[config.mk]
export PLATFORM = sky130hd
export DESIGN_NAME = bist_transmitter
export DESIGN_NICKNAME = d
export VERILOG_FILES = /design/src/rtl/bist_pkg.sv /design/src/rtl/bist_prbs32.sv /design/src/rtl/bist_transmitter.sv
export SDC_FILE = /design/constraint.sdc
export NUM_CORES = 1
export LEC_CHECK = 0
export CORE_UTILIZATION = 45
export CTS_CLUSTER_DIAMETER = 120
export DETAILED_ROUTE_END_ITERATION = 10
export PLACE_DENSITY = 0.8
export SLEW_MARGIN = 20
export SYNTH_ARGS = -nofsm -noshare
export SYNTH_HDL_FRONTEND = slang
export SYNTH_SLANG_ARGS = --single-unit
export TNS_END_PERCENT = 20
[constraint.sdc]
create_clock -name clk -period 2.65 [get_ports clk]
set_input_delay 0.795 -clock clk [delete_from_list [all_inputs] [get_ports clk]]
set_output_delay 0.795 -clock clk [all_outputs]
set_load 0.005 [all_outputs]
[src/rtl/bist_pkg.sv]
// rtl/bist_pkg.sv - shared state encoding and PRBS32 step function for the link BIST
package bist_pkg;

    typedef enum logic [1:0] {BIST_IDLE, BIST_RUN, BIST_DONE} bist_state_e;

    // x^32 + x^22 + x^2 + x + 1 expressed as state bit taps 31, 21, 1, 0
    localparam logic [31:0] PRBS_TAPS = 32'h8020_0003;

    // Fibonacci step: shift left, feedback is the parity of the tapped bits
    function automatic logic [31:0] prbs32_next(input logic [31:0] s);
        return {s[30:0], ^(s & PRBS_TAPS)};
    endfunction

endpackage

[src/rtl/bist_prbs32.sv]
// rtl/bist_prbs32.sv - single-step 32-bit PRBS generator with load and enable
module bist_prbs32
    import bist_pkg::*;
(
    input  logic        clk,
    input  logic        reset,
    input  logic        load,
    input  logic        en,
    input  logic [31:0] seed,
    output logic [31:0] n
);

    logic [31:0] state;

    // Load has priority over stepping; the state holds when not enabled
    always_ff @(posedge clk) begin
        if (reset || load) begin
            state <= seed;
        end else if (en) begin
            state <= prbs32_next(state);
        end
    end

    assign n = state;

endmodule

[src/rtl/bist_transmitter.sv]
// rtl/bist_transmitter.sv - link BIST pattern source with functional pass-through; optional BIST_TX_ERR_INJECT_EN
module bist_transmitter
    import bist_pkg::*;
#(
    parameter int unsigned TEST_CHANNELS = 70,
    parameter logic [31:0] SEED          = 32'hdeadbeef,
    parameter int unsigned TEST_CASES    = 1000,
    parameter int unsigned INJECT_CASE   = 500
) (
    input  logic                     clk,
    input  logic                     reset,
    input  logic                     start,
    input  logic [TEST_CHANNELS-1:0] func_channels,
    output logic [TEST_CHANNELS-1:0] output_channels,
    output logic                     busy,
    output logic                     done,
    output logic [31:0]              case_count
);

    localparam logic [31:0] LAST_CASE = 32'(TEST_CASES) - 32'd1;

    bist_state_e              state;
    bist_state_e              state_next;
    logic                     accept;
    logic                     advance;
    logic [TEST_CHANNELS-1:0] pattern;
    logic [TEST_CHANNELS+31:0] pattern_wide;
    logic [31:0]              prbs_out;

    bist_prbs32 u_prbs (
        .clk   (clk),
        .reset (reset),
        .load  (accept),
        .en    (advance),
        .seed  (SEED),
        .n     (prbs_out)
    );

    // State register
    always_ff @(posedge clk) begin
        if (reset) begin
            state <= BIST_IDLE;
        end else begin
            state <= state_next;
        end
    end

    // Next state plus load/advance strobes; start is only honoured outside RUN
    always_comb begin
        state_next = state;
        accept     = 1'b0;
        advance    = 1'b0;
        case (state)
            BIST_IDLE, BIST_DONE: begin
                if (start) begin
                    state_next = BIST_RUN;
                    accept     = 1'b1;
                end
            end
            BIST_RUN: begin
                if (TEST_CASES == 0) begin
                    state_next = BIST_DONE;
                end else begin
                    advance = 1'b1;
                    if (case_count == LAST_CASE) begin
                        state_next = BIST_DONE;
                    end
                end
            end
            default: state_next = BIST_IDLE;
        endcase
    end

    // New PRBS word enters at the bottom; older words slide up and fall off the top
    assign pattern_wide = {pattern, 32'd0} | {{TEST_CHANNELS{1'b0}}, prbs_out};

    // Pattern shift register and word counter
    always_ff @(posedge clk) begin
        if (reset || accept) begin
            pattern    <= '0;
            case_count <= '0;
        end else if (advance) begin
            pattern    <= pattern_wide[TEST_CHANNELS-1:0];
            case_count <= case_count + 32'd1;
        end
    end

    assign busy = (state == BIST_RUN);
    assign done = (state == BIST_DONE);

`ifdef BIST_TX_ERR_INJECT_EN
    logic inject_hit;
    assign inject_hit = (INJECT_CASE < TEST_CASES) && (case_count == 32'(INJECT_CASE));
`else
    logic [31:0] unused_inject_case;
    assign unused_inject_case = 32'(INJECT_CASE);
`endif

    // Link drive: registered pattern while testing, functional traffic otherwise
    always_comb begin
        output_channels = func_channels;
        if (state == BIST_RUN) begin
            output_channels = pattern;
`ifdef BIST_TX_ERR_INJECT_EN
            if (inject_hit) begin
                output_channels[0] = ~pattern[0];
            end
`endif
        end
    end

endmodule

* After elaboration in Yosys (flattened, before gate mapping)
Cells that the tools add are included.
** Operators by class
- Add/sub/neg operators :: 1
- Eq/ne operators :: 5
- Multiplexer cells :: 7
- Bitwise gates (word level) :: 1
- Reduce and logical (&&, ||, !) cells :: 5
** Operators by type and width (count)
- 70-bit two-way mux :: 1
- 70-bit by 32-bit bitwise OR with 70-bit output :: 1
- 32-bit by 1-bit adder with 32-bit output, second input constant :: 1
- 32-bit by 10-bit == test with 1-bit output, second input constant :: 1
- 32-bit parity :: 1
- 2-bit two-way mux :: 2
- 2-bit case mux with 2 select lines :: 1
- 1-bit two-way mux :: 3
- 2-bit by 1-bit == test with 1-bit output, second input constant :: 1
- 2-bit == test, second input constant :: 1
- 2-bit zero test :: 1
- 2-bit by 1-bit inequality test with 1-bit output, second input constant :: 1
- 2-bit inequality test, second input constant :: 1
- 2-bit AND reduction :: 1
- 2-bit OR reduction :: 1
- 1-bit logical OR :: 1
** Word-level totals
- Flip-flop bits (word level) :: 136
- Output and inout port bits :: 104
- Logic and storage cells :: 23

* Longest topological paths before layout
Gate-level depths: netlist (run 1).
- Depth after elaboration :: 4
- Mapped depth :: 7
- Mapped depth without buffers :: 5

* Modules after synthesis
A second synthesis (run 1) with hierarchy kept.
** Unflattened totals
- Cell total of the unflattened synthesis :: 763
- Area total of the unflattened synthesis :: 6169.7 µm²
** By module, submodules not included
- bist_transmitter :: instances 1, cells an instance 690, area an instance 4757.1 µm²
- bist_prbs32 :: instances 1, cells an instance 73, area an instance 1412.6 µm²

* Worst setup path after synthesis (run 1)
Ideal clock, no wire load.
- Kind :: register to output
- Start :: reg state[0]
- End :: out output_channels[58]
- Data arrival time :: 1464 ps
- Setup slack :: 391 ps
- Cell stages (with the launch flop) :: 8
- Buffers on the path :: 3
- Cell sequence :: dfxtp_1 > nand2b_1 > clkbuf_1 > inv_2 > clkbuf_1 > clkbuf_1 > nand2_1 > nand2_1
** Between the ends
- Word-level cells in the longest chain between the ends :: 2
** RTL lines
- from (decl) :: RTL line bist_transmitter.sv:22 : bist_state_e state;
- from (signal assigned) :: RTL line bist_transmitter.sv:44 : state <= state_next;
- 2-bit by 1-bit == test with 1-bit output
- via busy :: RTL line bist_transmitter.sv:15 : output logic busy,
- 70-bit two-way mux :: RTL line bist_transmitter.sv:102 : if (state == BIST_RUN) begin
- to (decl) :: RTL line bist_transmitter.sv:14 : output logic [TEST_CHANNELS-1:0] output_channels,
The timed path passes the listed nets, and every way through them passes these cells.

* Final worst setup path (run 1)
- Start :: reg state[1]
- End :: out output_channels[4]
** Between the ends
- Word-level cells in the longest chain between the ends :: 2
** RTL lines (RTL line)
- 2-bit by 1-bit == test with 1-bit output :: bist_transmitter.sv:102
- 70-bit two-way mux :: bist_transmitter.sv:102
No other way between the ends.

==> qor.yml, run 1 <==
die:
  initial_core_util_pct: 46.7
  io_pins: 177
  fp-row-count: 38
  die_y_um: 109
  die-area_um2: 11800
  die_x_um: 109
  core_area_um2: 11000
route:
  viasPerCell: 5.41
  finalWirelength_mm: 15.6
  wl_per_cell_um: 14.9
  postRouteAntennaNets: 0
  drt_iter0_drc: 307
  drtPass1Iterations: 5
  vias: 5666
  drc: 0
critical_path:
  critical_path_class: "register to primary output"
  crit_fanout: 14
  cp_slowest_cell: "dfxtp_2"
  crit_chain: "nand2b_4 -> inv_8 -> buf_12 -> buf_12 -> nand2_1 -> nand2_1 -> dlygate4sd2_1"
  start_kind: "register"
  path_buf_inv: 4
  cpLargestDelayFamily: "buffers and inverters"
  crit_path_end_kind: "primary output"
  max_stage_delay_ps: 350
  required_ps: 1860
  cp.arrival_ps: 1790
timing:
  tightest_slew_ps: 571
  fin_tns_setup_ps: 0
  rsz0062_at_grt: "no"
  max_freq_mhz: 386
  fin_crit_sh_pct: 97.7
  finalSetupViolations: 0
  period_needed_ps: 2590
  clock_skew_ps: 8.93
  slew_headroom_pct: 61.8
  hold_viol: 0
  drv_slew: 0
finish:
  drive_above_1_share_pct: 9.37
  diodes: 0
  fin_util_pct: 72.5
  final_area_um2: 7970
  area_delta_synth_final_pct: 55.2
  nNetsFinal: 968
synthesis:
  seq_area_frac_synth_pct: 46.4
  syn_area_per_cell_um2: 7.13
  synthArstFlopShare_pct: 0
  yosysWarnings: 0
  synth_edf_count: 0
  synth_fp_nets: 794
  ys.flop_type: "dfxtp_1"
  ys_seq_elements: 119
  synth_area_um2: 5130
  syn_inst: 720
  post_synth_num_cell_types: 30
place:
  dpl_cell_area_um2: 7030
  dp_hpwl_mm: 9.62
  gp_congestion: 0.810
  port_buffers: 176
cts:
  cts_max_level: 4
  cts-root-buf: "clkbuf_16"
  cts_tree: "done"
  cts_buffers: 17
  clk_latency_ps: 400
  clkTransAtPathRegs_ps: 60
  cts_sinks: 119
  cts_hold_buf: 0
  ctsLongestPathBuffers: 2
power_and_ir_drop:
  power_density_nw_per_um2: 639
  peakVddDrop_uv: 540
  finalPower_w: 0.00509
  power.leakage_nw: 3.52
grt:
  grt_overflow_total: 0
  antenna_found_initial: 0
  grt_usage_pct: 26.3
  grt_pass1_wl_mm: 24.5
  grt_pass1_vias: 5202
  grt_start_max_net_pins: 41
flow_run:
  drv_cap: 0
hold_path:
  hold_class: "register to register"
run_status:
  status: "complete, no violations"
[worst paths after layout]
kind,start,slack [ps],cells after the start,endpoint
worst max-delay path,state[1],60,7,output_channels[4]
worst min-delay path,pattern[40],450,2,pattern[40]
worst max register to register,case_count[0],400,5,case_count[26]
worst min register to register,pattern[40],450,2,pattern[40]
[sequential cells by signal, indices dropped and copies added, names as in the netlist]
name	cells
pattern	61
u_prbs.n	24
case_count	32
state	2
[where the power goes]
group,leakage (nW),switching [W],internal (W)
logic,2.26,0.000418,0.000457
registers,0.967,0.0000479,0.00186
clock network,0.288,0.000894,0.00141
[through the flow]
stage               worst slack, ps  hold slack, ps  instances
global placement              -58.3             437       1000
floorplan                       391             432        720
finish                         61.4             455       1047
detailed placement            -74.6             447       1000
CTS                           -83.2             455       1047
global route                   3.48             475       1047
[what timing repair did]
action / in CTS / in global routing
gates cloned: 6 / 0
pin swaps: 2 / 0
endpoints found under the setup margin: 71 / 13
gates resized for setup: 91 / 15
setup buffers: 9 / 0
[tightest hold or removal path: stages, from the launching register on]
cell and delay, ps:
dfxtp_1 310, nand2_1 50, a21oi_1 50
[per-layer routing]
metal,vias to the layer above,track usage [%],wire length (um)
li1,2763,-,-
met1,2666,32.1,6320
met2,219,46.5,8160
met3,18,4.66,886
met4,0,8.69,250
met5,-,0,0
[logic make-up (layout without fill, tap and decap cells)]
| family | count (synthesis) | in the layout | share of synthesized area (%) |
|---|---|---|---|
| AO/OA/AOI/OAI | 107 | 107 | 11.3 |
| adder cells (fa/ha/maj) | 1 | 1 | 0.244 |
| flip-flops | 119 | 119 | 46.4 |
| XOR/XNOR | 11 | 11 | 1.88 |
| buffers and inverters | 53 | 240 | 4.02 |
| AND/OR/NAND/NOR | 428 | 428 | 35.9 |
| multiplexers | 1 | 1 | 0.195 |
[area by class of cell]
class / instances / area, um2
fillers: 865 / 3020
multi-input cells: 548 / 2600
flip-flops and latches: 119 / 2380
repair buffers: 202 / 2180
clock buffers: 18 / 429
well taps: 140 / 175
clock inverters: 14 / 166
inverters: 6 / 30.0
[cells in the final DEF (no fill, tap or decap), drive strengths merged, types with 2 or more instances in the layout]
cell / count
dlygate4sd2: 60
nand2: 322
clkinv: 5
and3: 2
a21oi: 83
nor2b: 2
nand3: 36
or4: 16
bufinv: 2
clkbuf: 18
dfxtp: 119
clkdlybuf4s50: 105
xor2: 7
bufbuf: 2
and4: 5
nand4: 11
inv: 12
o31ai: 16
nand2b: 2
nor4: 8
nor2: 12
o21ai: 7
buf: 24
xnor2: 4
dlymetal6s2s: 10
or3: 8
[synthesized netlist by cell type, types with 4 or more instances]
| cell | number | area [um2] |
|---|---|---|
| inv_1 | 5 | 18.8 |
| a21oi_1 | 83 | 415 |
| nand4_1 | 11 | 68.8 |
| nor4_1 | 8 | 50.1 |
| xor2_1 | 7 | 61.3 |
| and4_1 | 5 | 43.8 |
| nand2_1 | 322 | 1210 |
| clkbuf_1 | 44 | 165 |
| xnor2_1 | 4 | 35.0 |
| or4_1 | 15 | 113 |
| nand3_1 | 36 | 180 |
| o31ai_1 | 16 | 120 |
| dfxtp_1 | 119 | 2380 |
| nor2_1 | 12 | 45.0 |
| or3_1 | 8 | 50.1 |
| o21ai_0 | 7 | 35.0 |
Note: power is estimated with default switching activity, not from simulation.
==> run 2, diff against run 1 <==
--- a/config.mk
+++ b/config.mk
@@ -10,4 +10,5 @@
 export DETAILED_ROUTE_END_ITERATION = 10
 export PLACE_DENSITY = 0.8
+export SKIP_CTS_REPAIR_TIMING = 1
 export SLEW_MARGIN = 20
 export SYNTH_ARGS = -nofsm -noshare
==> constraint.sdc (replaced) <==
create_clock -name clk -period 2.65 [get_ports clk]
set_input_delay 0.795 -clock clk [delete_from_list [all_inputs] [get_ports clk]]
set_output_delay 0.795 -clock clk [all_outputs]
set_load 0.1 [all_outputs]
==> qor.yml, run 2 (synthesized netlist as in run 1, its figures left out) <==
timing:
  finalSetupViolations: 0  # unchanged
  whs_ps: 453  # -1.91 ps
  clock_skew_ps: 8.22  # -0.705 ps
  setup_slack_ps: 90.8  # +29.4 ps
  drv_slew: 0  # unchanged
  max_freq_mhz: 391  # +1.1%
  hold_viol: 0  # unchanged
  tightest_slew_ps: 556  # -14.8 ps
  period_needed_ps: 2560  # -29.4 ps
  rsz0062_at_grt: "no"
  fin_crit_sh_pct: 96.6  # -1.1 points
  slew_headroom_pct: 62.8  # +0.99 points
critical_path:
  cp.arrival_ps: 1760  # -30 ps
  start_kind: "register"
  crit_chain: "nand2b_4 -> inv_2 -> buf_16 -> nand2_1 -> nand2_1 -> buf_12"
  max_stage_delay_ps: 320  # -30 ps
  crit_fanout: 23  # +9
  required_ps: 1860  # about the same
  cp_slowest_cell: "dfxtp_1"
  critical_path_class: "register to primary output"
  crit_path_end_kind: "primary output"
  path_common_cell: "nand2_1"
die:
  core_area_um2: 11000  # unchanged
  io_pins: 177  # unchanged
  die-area_um2: 11800  # unchanged
  die_x_um: 109  # unchanged
  fp-row-count: 38  # unchanged
  die_y_um: 109  # unchanged
  initial_core_util_pct: 46.7  # unchanged
place:
  place_ws_ps: 209  # +284 ps
  dp_hpwl_mm: 10.2  # +5.6%
  port_buffers: 176  # unchanged
  gp_congestion: 0.834  # +2.9%
  dpl_cell_area_um2: 7740  # +10%
finish:
  largest-register: "pattern"
  final_area_um2: 8390  # +5.3%
  nNetsFinal: 961  # -0.72%
  diodes: 0  # unchanged
  area_delta_synth_final_pct: 63.5
  mostFrequentLayoutCells: "309 x nand2_1, 118 x dfxtp_1, 83 x a21oi_1, 74 x buf_12, 72 x clkdlybuf4s50_1"
  layout_commonest_cell: "nand2_1"
  largest_reg_flops: 61  # unchanged
  drive_above_1_share_pct: 19.4  # +10 points
route:
  wl_per_cell_um: 14.5  # -2.8%
  finalWirelength_mm: 15.1  # -3.4%
  drt_iter0_drc: 317  # +3.3%
  viasPerCell: 5.41  # about the same
  drc: 0  # unchanged
  postRouteAntennaNets: 0  # unchanged
  drtPass1Iterations: 7  # +2
  vias: 5627  # -0.69%
power_and_ir_drop:
  power.leakage_nw: 3.55  # +0.96%
  peakVddDrop_uv: 593  # +9.9%
  power_density_nw_per_um2: 713  # +12%
hold_path:
  hold_class: "register to register"
cts:
  cts_buffers: 17  # unchanged
  clkTransAtPathRegs_ps: 60  # about the same
  cts_sinks: 119  # unchanged
  clk_latency_ps: 410  # about the same
  cts_max_level: 4  # unchanged
  ctsLongestPathBuffers: 2  # unchanged
  cts_tree: "done"
  cts-root-buf: "clkbuf_16"
run_status:
  status: "complete, no violations"
flow_run:
  drv_cap: 0  # unchanged
grt:
  antenna_found_initial: 0  # unchanged
  grt_start_max_net_pins: 91  # +120%
  grt_overflow_total: 0  # unchanged
  grt_usage_pct: 24.7  # -1.5 points
  grt_pass1_vias: 5178  # -0.46%
  grt_pass1_wl_mm: 23.3  # -4.8%
==> run 2: cell count changes in the layout (fill, tap and decap cells not counted), sizes merged <==
cell / delta
buf: +97
bufbuf: -2
bufinv: -2
clkbuf: +2
clkdlybuf4s15: -1
clkdlybuf4s50: -33
clkinv: -1
clkinvlp: +3
dlygate4sd2: -60
dlymetal6s2s: -10
==> run 2: layer usage <==
metal  GRT usage [%]  wire length [um]
met5               0                 0
met4            8.40               235
met3            4.96               829
met2            44.6              7920
met1            29.1              6100
==> run 2: worst paths after layout <==
| kind | start | to | slack, ps | cells after the start |
|---|---|---|---|---|
| worst min-delay path | pattern[63] | pattern[63] | 450 | 2 |
| worst max register to register | case_count[0] | case_count[26] | 390 | 5 |
| worst min register to register | pattern[63] | pattern[63] | 450 | 2 |
| worst max-delay path | state[1] | output_channels[3] | 90 | 6 |
==> run 2: cell type report <==
| type | count | area, um2 |
|---|---|---|
| Clock inverter | 14 | 116 |
| Multi-Input combinational cell | 548 | 2630 |
| Clock buffer | 18 | 439 |
| Tap cell | 140 | 175 |
| Timing Repair Buffer | 195 | 2630 |
| Fill cell | 767 | 2590 |
| Inverter | 6 | 22.5 |
| Sequential cell | 119 | 2380 |
==> run 2: critical path: cells and delay by family, from the launching register on <==
family        cells  cell delay, ps
flops             1             320
buf+inv           3             530
simple gates      3             500
==> run 2: power by group <==
part / internal [W] / switching [W] / leakage (nW) / total, W
Clock: 0.00124 / 0.000868 / 0.262 / 0.00211
Combinational: 0.000690 / 0.00128 / 2.32 / 0.00197
Sequential: 0.00186 / 0.0000429 / 0.967 / 0.00190
Total: 0.00379 / 0.00219 / 3.55 / 0.00598
==> run 2: stage by stage <==
step           TNS, ps  utilization, %  instances  power (W)
2_1_floorplan    -5490               -        720    0.00313
5_1_grt              0            76.4       1040    0.00619
4_1_cts          -8240            75.6       1034    0.00597
3_3_place_gp         0            70.5       1002    0.00384
3_5_place_dp         0            70.5       1002    0.00387
6_report             0            76.4       1040    0.00598
==> variant 1: new RTL, config.mk and constraints of run 2 <==
The option `BIST_TX_ERR_INJECT_EN` is turned on by a define.
--- a/src/rtl/bist_transmitter.sv
+++ b/src/rtl/bist_transmitter.sv
@@ -1,4 +1,6 @@
 // rtl/bist_transmitter.sv - link BIST pattern source with functional pass-through; optional BIST_TX_ERR_INJECT_EN
+`define BIST_TX_ERR_INJECT_EN
+
 module bist_transmitter
     import bist_pkg::*;
 #(
Formal check against the unedited RTL: same outputs for any inputs over 4 cycles, from zero or initial values and one cycle with reset high; that may be too few to reach the edited logic, so the function may still have changed.
==> variant 1 against run 2 <==
  * The flow now finishes with violations (negative setup slack)
  * Global-route usage grew 1.3 points
  * Via count grew 3.4%
  * Utilization grew 1.6 points
  * Worst setup slack lost 0.42 ns
  * Sequential cell count is the same
  * Sequential share of layout area grew 0.10 points
  * Area after synthesis grew 1.9%
  * Non-clock buffer count grew 4
  * Maximum frequency shrank 14%
  * Routed wire length grew 8.0%
  * Total power grew 0.81%
  * Design area grew 3.0%
==> variant 1: results (changes against run 2) <==
antenna_found_initial: 0  # unchanged
drt-initial-drc-count: 389  # was 317
setup_viol: 1  # was 0
hold_path_class: "flop to flop"  # unchanged
yosysSeqAreaShare: 0.456  # was 0.464
tightestPinTransition_ns: 0.503  # was 0.556 ns
top_layer: "met4"  # unchanged
critPathMaxStageDelay_ns: 0.53  # was 0.32 ns
post-place-ws_ns: 0.0664  # was 0.209 ns
leakagePower_nw: 3.69  # was 3.55 nW
portBuffers: 176  # unchanged
grt_pass1_vias: 5292  # was 5178
yosysUniqueCellTypes: 35  # was 30
clk_latency_ns: 0.41  # about the same
drt-pass1-iter-count: 5  # was 7
cts_buffers: 17  # unchanged
vias: 5820  # was 5627
critPathMaxFanout: 2  # was 23
synth_nets: 808  # was 794
cp_top_family: "simple AND/OR/NAND/NOR gates"  # was buffers and inverters
p_int_mw: 3.82  # was 3.79 mW
grt_max_degree: 107  # was 91
track_usage: 0.260  # was 0.247
fin_skew_ns: 0.0151  # was 0.00822 ns
async_reset_ff_frac: 0  # unchanged
startpoint_type: "flop"  # unchanged
synthTopCellsByArea: "dfxtp_1 46%, nand2_1 23%, a21oi_1 7.5%, nand3_1 3.6%, clkbuf_1 2.6%"  # was dfxtp_1 46%, nand2_1 24%, a21oi_1 8.1%, nand3_1 3.5%, clkbuf_1 3.2%
met1Wirelength_um: 6330  # was 6100 µm
worst_slack_ns: -0.327  # was 0.0908 ns
use_met1: 0.305  # was 0.291
status: "finished with violations"  # was finished clean
final_nets: 980  # was 961
ir_drop_mv: 0.431  # was 0.593 mV
comb_power_share: 0.325  # was 0.329
ys_top_cells_by_count: "326 x nand2_1, 119 x dfxtp_1, 78 x a21oi_1"  # was 322 x nand2_1, 119 x dfxtp_1, 83 x a21oi_1
met3WireLength_um: 953  # was 829 µm
drive_gt1_frac: 0.239  # was 0.194
layout.cells.non_filler: 1058  # was 1040
dpl-instance-area_um2: 7940  # was 7740 µm²
met3_usage: 0.0569  # was 0.0496
largest_reg_flops: 61  # unchanged
place_congestion: 0.900  # was 0.834
dp_cells: 1021  # was 1002
clkPwrFrac: 0.362  # was 0.352
fillCellCount: 761  # was 767
p_comb_mw: 1.96
syn_inst: 733  # was 720
grt_use_met2: 0.456  # was 0.446
grt_pass1_wl_um: 24600  # was 23300 µm
violations: "negative setup slack"
cp_slowest_cell: "or4_4"  # was dfxtp_1
whs_path_depth: 2  # unchanged
cts.clk_slew.worst_paths_ns: 0.06  # about the same
synthToLayoutAreaGrowth_pct: 65.3  # was 63.5%
finalSetupTns_ns: -0.327  # was 0 ns
drt-wirelength-per-cell_um: 15.4  # was 14.5 µm
wl_met2_um: 8630  # was 7920 µm
clockRootBuffer: "clkbuf_16"  # unchanged
dp.final_hpwl_um: 11000  # was 10200 µm
## variant 1: cell count changes after synthesis, sizes merged, moves of 5 or more
cell    before  now
clkbuf      44   36
o31ai       16   10
a21oi       83   78
buf          3   10
mux2i        1    6
## variant 1: cells by family after synthesis
family | count (synthesis) | share of synthesized area
flops | 119 | 0.456
buf+inv | 54 | 0.0400
mux | 6 | 0.0115
fa+ha+maj | 2 | 0.00479
simple gates | 443 | 0.369
compound gates | 98 | 0.101
xor+xnor | 11 | 0.0184
## variant 1: final timing paths
path                   from            endpoint  slack [ns]
min            u_prbs.n[19]         pattern[19]        0.45
min reg2reg    u_prbs.n[19]         pattern[19]        0.45
max          case_count[10]  output_channels[0]       -0.33
max reg2reg   case_count[0]      case_count[28]        0.54
## variant 1: area by class of cell
type / instances / share of cell area
clock buffers: 19 / 0.0537
clock inverters: 13 / 0.0126
inverters: 8 / 0.00347
multi-input cells: 560 / 0.319
flip-flops and latches: 119 / 0.285
well taps: 140 / 0.0203
repair buffers: 199 / 0.306
==> variant 2: new RTL, config.mk and constraints of run 2 <==
Without the edit above. Register the inputs `start` and `func_channels` before use, without a reset. The logic sees them one clock later.
--- a/src/rtl/bist_transmitter.sv
+++ b/src/rtl/bist_transmitter.sv
@@ -18,6 +18,14 @@
 );
 
     localparam logic [31:0] LAST_CASE = 32'(TEST_CASES) - 32'd1;
+
+    logic start_q;
+    logic [TEST_CHANNELS-1:0] func_channels_q;
+
+    always_ff @(posedge clk) begin
+        start_q         <= start;
+        func_channels_q <= func_channels;
+    end
 
     bist_state_e              state;
     bist_state_e              state_next;
@@ -52,7 +60,7 @@
         advance    = 1'b0;
         case (state)
             BIST_IDLE, BIST_DONE: begin
-                if (start) begin
+                if (start_q) begin
                     state_next = BIST_RUN;
                     accept     = 1'b1;
                 end
@@ -98,7 +106,7 @@
 
     // Link drive: registered pattern while testing, functional traffic otherwise
     always_comb begin
-        output_channels = func_channels;
+        output_channels = func_channels_q;
         if (state == BIST_RUN) begin
             output_channels = pattern;
 `ifdef BIST_TX_ERR_INJECT_EN
Behaviour: not the same (Yosys sat finds a counterexample within 4 cycles, from zero or initial values and one cycle with reset high).
==> variant 2 against run 2 <==
  * Combinational power shrank 18%
  * Area after synthesis grew 29%
  * Maximum frequency shrank 1.0%
  * Clock skew shrank 0.0020 ns
  * Sequential cell count grew 71
  * Routed wire length grew 10%
  * Worst setup slack lost 0.027 ns
  * Clock power grew 21%
  * Sequential share of layout area grew 10 points
  * Design area grew 18%
  * Total power grew 20%
  * Die area grew 28%
  * Via count grew 4.3%
==> variant 2: results (changes against run 2) <==
final_nets: 1030  # was 961
drt-initial-drc-count: 462  # was 317
drt-pass1-iter-count: 5  # was 7
yosysSeqAreaShare: 0.575  # was 0.464
ys_top_cells_by_count: "326 x nand2_1, 190 x dfxtp_1, 77 x a21oi_1"  # was 322 x nand2_1, 119 x dfxtp_1, 83 x a21oi_1
hold_path_class: "flop to flop"  # unchanged
drt-wirelength-per-cell_um: 14.5  # about the same
diodes: 0  # unchanged
finalHoldViolCount: 0  # unchanged
dp.final_hpwl_um: 10600  # was 10200 µm
portBuffers: 176  # unchanged
yosys_warnings: 0  # unchanged
clk_latency_ns: 0.42
fin_skew_ns: 0.00617  # was 0.00822 ns
reg.largest.list: "func_channels_q: 70 flops, pattern: 61 flops, case_count: 32 flops"
syn_area_per_cell_um2: 8.33  # was 7.13 µm²
p_sw_frac: 0.308  # was 0.366
clk_path_buf_depth: 2  # unchanged
drive_gt1_frac: 0.180  # was 0.194
tightestPinTransition_ns: 0.614  # was 0.556 ns
place_congestion: 0.839  # was 0.834
ir_drop_mv: 0.657  # was 0.593 mV
cts_buffers: 17  # unchanged
status: "finished clean"  # unchanged
critPathMaxFanout: 18  # was 23
leakagePower_nw: 4.12  # was 3.55 nW
yosysUniqueCellTypes: 37  # was 30
grt_max_degree: 95  # was 91
htree_num_levels: 4  # unchanged
synth_nets: 868  # was 794
synth_ff_type: "dfxtp_1"  # unchanged
vias: 5870  # was 5627
grt_pass1_vias: 5294  # was 5178
grt_pass1_wl_um: 25100  # was 23300 µm
async_reset_ff_frac: 0  # unchanged
clockRootBuffer: "clkbuf_16"  # unchanged
cts.clk_slew.worst_paths_ns: 0.07
antenna_found_initial: 0  # unchanged
synthTopCellsByArea: "dfxtp_1 58%, nand2_1 19%, a21oi_1 5.8%, nand3_1 2.5%, clkbuf_1 2.2%"  # was dfxtp_1 46%, nand2_1 24%, a21oi_1 8.1%, nand3_1 3.5%, clkbuf_1 3.2%
layout.cells.non_filler: 1149  # was 1040
track_usage: 0.213  # was 0.247
==> variant 2: cell types whose count changed in the layout (fill, tap and decap cells not counted), sizes merged, moves of 3 or more <==
cell / run 2 / this run
dfxtp: 119 / 190
nand2b: 2 / 9
o31ai: 16 / 9
nand2: 322 / 326
xor2: 7 / 3
nand3: 36 / 33
xnor2: 4 / 12
a21oi: 83 / 77
buf: 121 / 115
or4: 16 / 10
mux2i: 1 / 4
nor4: 8 / 11
nor3: 1 / 5
==> variant 2: stage by stage <==
step           setup slack (ns)  instance area (µm²)
3_5_place_dp              0.407                 9170
5_1_grt                 -0.0142                 9890
2_1_floorplan            -0.170                 6640
6_report                 0.0637                 9890
4_1_cts                 -0.0708                 9770
3_3_place_gp              0.438                 9170
==> variant 2: logic make-up after synthesis <==
logic type,count (synthesis),synth area share
buffers and inverters,53,0.0363
muxes,4,0.00606
adders and majority gates,1,0.00189
xor gates and xnor gates,15,0.0199
AOI/OAI and AO/OA,94,0.0753
and+or+nand+nor,437,0.285
DFF,190,0.575
==> variant 2: area by class of cell <==
class / instances / area [µm²]
fillers: 1035 / 4210
repair buffers: 190 / 2620
inverters: 6 / 27.5
flip-flops and latches: 190 / 3800
well taps: 180 / 225
clock inverters: 14 / 160
multi-input cells: 551 / 2620
clock buffers: 18 / 439
==> variant 2: worst max-delay path, stage by stage, from the launching register on <==
cell and delay [ns]:
dfxtp_1 0.39, nand2b_4 0.24, inv_6 0.08, buf_12 0.16, nand2_1 0.16, nand2_1 0.14, buf_12 0.19
==> variant 2: power groups by stage <==
stage                     sequential, mW  clock, mW  combinational [mW]
after global routing                3.02       2.72                1.67
after floorplan                     3.07          0               0.954
final                               3.01       2.56                1.61
after detailed placement            3.08          0                1.57
after global placement              3.07          0                1.56
after CTS                           3.01       2.61                1.58
==> variant 2: routing by layer <==
layer,global-route usage,part of all wire,up-vias
met1,0.265,0.43,2732
met4,0.0798,0.013,0
li1,-,-,2933
met2,0.350,0.50,187
met3,0.0600,0.058,18
met5,0,0,-
==> variant 2: path summary, 6_finish.rpt <==
path	slack, ns	startpoint	endpoint	cells after the start
min reg2reg	0.45	u_prbs.n[16]	pattern[16]	2
max	0.06	state[1]	output_channels[35]	6
max reg2reg	0.38	case_count[7]	case_count[31]	4
min	0.45	u_prbs.n[16]	pattern[16]	2
